`src/rtl/pipe_pkg.sv`:
```
// rtl/pipe_pkg.sv - shared types and constants for elastic pipeline stages
package pipe_pkg;

    typedef enum logic [1:0] {
        EMPTY = 2'd0,
        ONE   = 2'd1,
        FULL  = 2'd2
    } pipe_state_t;

    localparam logic [1:0] OCC_EMPTY = 2'd0;
    localparam logic [1:0] OCC_ONE   = 2'd1;
    localparam logic [1:0] OCC_FULL  = 2'd2;

    // Stage payloads; instantiate a stage with WIDTH = $bits(<struct>).
    typedef struct packed {
        logic [31:0] pc;
        logic [31:0] instr;
    } if_id_t;

    typedef struct packed {
        logic        reg_write;
        logic        mem_read;
        logic        mem_write;
        logic        mem_to_reg;
        logic        alu_src;
        logic [3:0]  alu_op;
        logic [4:0]  rd;
        logic [4:0]  rs1;
        logic [4:0]  rs2;
        logic [31:0] rs1_data;
        logic [31:0] rs2_data;
        logic [31:0] imm;
        logic [31:0] pc;
    } id_ex_t;

    typedef struct packed {
        logic        reg_write;
        logic        mem_read;
        logic        mem_write;
        logic        mem_to_reg;
        logic [4:0]  rd;
        logic [31:0] alu_result;
        logic [31:0] store_data;
    } ex_mem_t;

    typedef struct packed {
        logic        reg_write;
        logic        mem_to_reg;
        logic [4:0]  rd;
        logic [31:0] alu_result;
        logic [31:0] mem_data;
    } mem_wb_t;

endpackage

```
`src/rtl/pipe_stage_elastic.sv`:
```
// rtl/pipe_stage_elastic.sv - generic elastic pipeline stage with 2-entry skid buffer
module pipe_stage_elastic
    import pipe_pkg::*;
#(
    parameter int               WIDTH          = 32,
    parameter logic [WIDTH-1:0] BUBBLE_VALUE   = '0,
    parameter bit               CLEAR_ON_EMPTY = 1'b1
) (
    input  logic             clk,
    input  logic             reset,
    input  logic             flush,
    input  logic             in_valid,
    output logic             in_ready,
    input  logic [WIDTH-1:0] in_data,
    output logic             out_valid,
    input  logic             out_ready,
    output logic [WIDTH-1:0] out_data,
    output logic [1:0]       occupancy
);

    pipe_state_t      state_q, state_d;
    logic [WIDTH-1:0] main_q, main_d;
    logic [WIDTH-1:0] skid_q, skid_d;
    logic             in_ready_q;
    logic             in_fire;
    logic             out_fire;

    assign in_fire  = in_valid && in_ready_q;
    assign out_fire = (state_q != EMPTY) && out_ready;

    always_comb begin
        state_d = state_q;
        main_d  = main_q;
        skid_d  = skid_q;
        if (flush) begin
            // A beat accepted this cycle is dropped along with the held ones.
            state_d = EMPTY;
            main_d  = BUBBLE_VALUE;
            skid_d  = BUBBLE_VALUE;
        end else begin
            case (state_q)
                EMPTY: begin
                    if (in_fire) begin
                        state_d = ONE;
                        main_d  = in_data;
                    end
                end
                ONE: begin
                    if (in_fire && out_fire) begin
                        main_d = in_data;
                    end else if (in_fire) begin
                        state_d = FULL;
                        skid_d  = in_data;
                    end else if (out_fire) begin
                        state_d = EMPTY;
                        if (CLEAR_ON_EMPTY) begin
                            main_d = BUBBLE_VALUE;
                        end
                    end
                end
                FULL: begin
                    if (out_fire) begin
                        state_d = ONE;
                        main_d  = skid_q;
                        skid_d  = BUBBLE_VALUE;
                    end
                end
                default: begin
                    state_d = EMPTY;
                    main_d  = BUBBLE_VALUE;
                    skid_d  = BUBBLE_VALUE;
                end
            endcase
        end
    end

    always_ff @(posedge clk or negedge reset) begin
        if (!reset) begin
            state_q    <= EMPTY;
            main_q     <= BUBBLE_VALUE;
            skid_q     <= BUBBLE_VALUE;
            in_ready_q <= 1'b1;
        end else begin
            state_q    <= state_d;
            main_q     <= main_d;
            skid_q     <= skid_d;
            // Registered from next state so no combinational ready path exists.
            in_ready_q <= (state_d != FULL);
        end
    end

    always_comb begin
        occupancy = OCC_EMPTY;
        case (state_q)
            ONE:     occupancy = OCC_ONE;
            FULL:    occupancy = OCC_FULL;
            default: occupancy = OCC_EMPTY;
        endcase
    end

    assign in_ready  = in_ready_q;
    assign out_valid = (state_q != EMPTY);
    assign out_data  = main_q;

endmodule

```
`config.mk`:
```
export PLATFORM = sky130hd
export DESIGN_NAME = pipe_stage_elastic
export DESIGN_NICKNAME = d
export VERILOG_FILES = /design/src/rtl/pipe_pkg.sv /design/src/rtl/pipe_stage_elastic.sv
export SDC_FILE = /design/constraint.sdc
export NUM_CORES = 1
export LEC_CHECK = 0
export ABC_AREA = 1
export CORE_ASPECT_RATIO = 0.9
export CORE_MARGIN = 1
export CORE_UTILIZATION = 58
export CTS_BUF_LIST = sky130_fd_sc_hd__clkbuf_2
export DETAILED_ROUTE_END_ITERATION = 10
export GPL_TIMING_DRIVEN = 0
export PLACE_DENSITY_LB_ADDON = 0.3
export SYNTH_ARGS = -nofsm -noshare
export SYNTH_HDL_FRONTEND = slang
export SYNTH_SLANG_ARGS = --single-unit
```
`constraint.sdc`:
```
create_clock -name clk -period 3.7 [get_ports clk]
set_clock_uncertainty 0.1 [all_clocks]
set_input_delay 0.37 -clock clk [delete_from_list [all_inputs] [get_ports clk]]
set_output_delay 0.37 -clock clk [all_outputs]
set_load 0.005 [all_outputs]
```
==> out/metrics.csv <==
stage,metric,value,unit
outcome,status,"finished, final reports clean",
pwr,ir_drop,262.5,uV
timing,finalSetupViolCount,0,
flow_run,drv.max_cap_violation_count,0,
setup_path,start_kind,flop,
logic_synthesis,avgSynthCellArea,6.712,um2
logic_synthesis,synth.distinct_cells,17,
clock_network,clock_latency,0.52,ns
route,wl,10380,um
route,vias,4013,
placed_design,placed_area,0.004566,mm2
logic_synthesis,syn_area,0.003739,mm2
global_routing,grt_max_degree,68,
logic_synthesis,synth_area_leaders,"dfrtp_1 (44%), nand2_1 (24%), nand3_1 (7.8%)",
global_routing,grt_first_pass_wirelength,17390,um
finish,drive_gt1_frac,0.05745,
global_routing,grt_use_total,0.3329,
timing,rsz0062_at_grt,false,
setup_path,ff2ff_setup_slack,1.77,ns
logic_synthesis,postSynthCellCount,557,
route,postRouteAntennaNets,0,
clock_network,tritoncts,built,
setup_path,critPathKind,reg2out,
logic_synthesis,synth_fp_nets,594,
logic_synthesis,ys_seq_area_frac,0.4488,
timing,fin_crit_sh,0.7620,
logic_synthesis,ys_warn_count,0,
finish,layout_commonest_cell,nand2_1,
route,first_pass_iters,5,
pwr,power.leakage,2.516,nW
clock_network,cts.sinks,67,
placed_design,dp_hpwl,7109,um
clock_network,post_cts_buffers,0,
setup_path,critPathLaunch,state_q[1],
finish,n_fill_cell,491,
die,boundaryPins,73,
die,die_area,0.006771,mm2
logic_synthesis,synth_top_area_share,0.4418,
clock_network,clk_pin_slew,0.19,ns
setup_path,setup.worst_path.end_class,output pin,
global_routing,overflow,0,
setup_path,critical_path.endpoint,occupancy[0],
placed_design,numPortBuffers,72,
route,drt_iter0_drc,397,
route,routed_via_density,5.490,
setup_path,reg2regPathDepth,8,
finish,final_cell_mix,"nand2_1 (238), clkdlybuf4s50_1 (71), dfrtp_1 (66)",
global_routing,grt_antenna_before_repair,0,
timing,slew_headroom,0.4323,
placed_design,place_congestion,0.8688,
die,start_util,0.6047,
clock_network,postCtsHoldBufs,1,
finish,area_growth,24.83,%
finish,utilization,0.7549,
finish,fin_area,0.004667,mm2
timing,fmax,354.7,MHz
timing,slew_violations,0,
pwr,power_density,349.4,mW/mm2
timing,tightestPinTransition,0.8515,ns
worst_hold_path,hold_class,in2async,
die,die_w,86.63,um
die,rows,27,
clock_network,cts_made_buffers,9,
timing,hold_violations,0,
setup_path,cp_max_fo,10,
finish,diodes,0,
setup_path,arrival,2.35,ns
route,drc,0,
finish,fin_nets,678,
clock_network,root_buffer,clkbuf_2,
route,avgRoutedWirePerCell,14.20,um
global_routing,grt_pass1_vias,3842,
logic_synthesis,yosysTopAreaCell,dfrtp_1,
logic_synthesis,yosys_register_bits,67,
clock_network,ctsResizeCount,0,
clock_network,cts_buffer_depth,2,
clock_network,h-tree-depth,3,
setup_path,cp_data_required_time,3.23,ns
setup_path,rr_startpoint,in_ready,
die,die_h,78.17,um
die,core,0.006182,mm2
timing,fin_crit,2.820,ns
setup_path,r2r-end,skid_q[13],
synth_stat cells:
cell	n
a21oi_1	3
a21oi_2	1
buf_1	1
buf_2	18
buf_4	3
clkbuf_1	14
clkinv_1	1
dfrtp_1	66
dfstp_2	1
inv_1	57
inv_2	2
nand2_1	238
nand3_1	58
nand4_1	20
nor2_1	29
nor3_1	25
o21ai_0	20
worst max-delay path, cell delays in order, from the launching register on:
cell and delay, ns:
dfrtp_1 0.49, inv_2 0.10, nand2_1 0.07, inv_2 0.10, clkbuf_1 0.46, clkdlybuf4s50_1 0.61
routing by layer:
metal / vias up / GRT usage / routed length (um)
met4: 0 / 0.1167 / 200
met2: 206 / 0.5500 / 5019
met3: 31 / 0.08097 / 800
li1: 1906 / - / -
met5: - / 0 / 0
met1: 1870 / 0.4272 / 4361
through the flow:
step / worst slack, ns / power [mW] / instances / TNS (ns) / hold WS, ns
final: 0.8804 / 1.631 / 731 / 0 / 0.3514
after global routing: 0.7953 / 1.707 / 731 / 0 / 0.3324
after CTS: 0.9193 / 1.622 / 731 / 0 / 0.3454
after detailed placement: 1.441 / 1.231 / 716 / 0 / 0.3589
after global placement: -0.03801 / 1.220 / 716 / -2.271 / 0.3534
after floorplan: 2.149 / 1.030 / 557 / 0 / -0.02559
how the worst min path moves through the flow:
stage                         endpoint  slack, ns  cells after the start
after floorplan            out_data[0]      -0.03                      0
after global placement      skid_q[28]       0.35                      2
after detailed placement    skid_q[29]       0.36                      2
after CTS                   state_q[1]       0.35                      3
after global routing        state_q[1]       0.33                      3
final                     out_data[27]       0.35                      2
flip-flops by register name, summed over array words and instances, names as in the netlist:
signal    cells
out_data     32
skid_q       32
state_q       2
in_ready      1
cells by family after synthesis:
family,count (synthesis),synth area share
AOI/OAI and AO/OA,24,0.03313
DFF,67,0.4488
buffers and inverters,96,0.1054
and+or+nand+nor,370,0.4127
power breakdown:
group          switching, mW  leakage, nW  total, mW  internal (mW)
Combinational          0.234         1.56      0.406          0.171
Sequential            0.0327        0.900      0.822          0.789
Clock                  0.262       0.0601      0.404          0.141
Total                  0.529         2.52       1.63           1.10
final cells by class:
cell class	instances	area [um2]	share of cell area
flip-flops and latches	67	1678	0.3595
multi-input cells	394	1667	0.3571
repair buffers	73	728.2	0.1560
inverters	60	225.2	0.04826
plain buffers	36	168.9	0.03619
well taps	87	108.9	0.02332
clock inverters	5	46.29	0.009920
clock buffers	9	45.04	0.009651
Note: power is estimated with default switching activity, not from simulation.
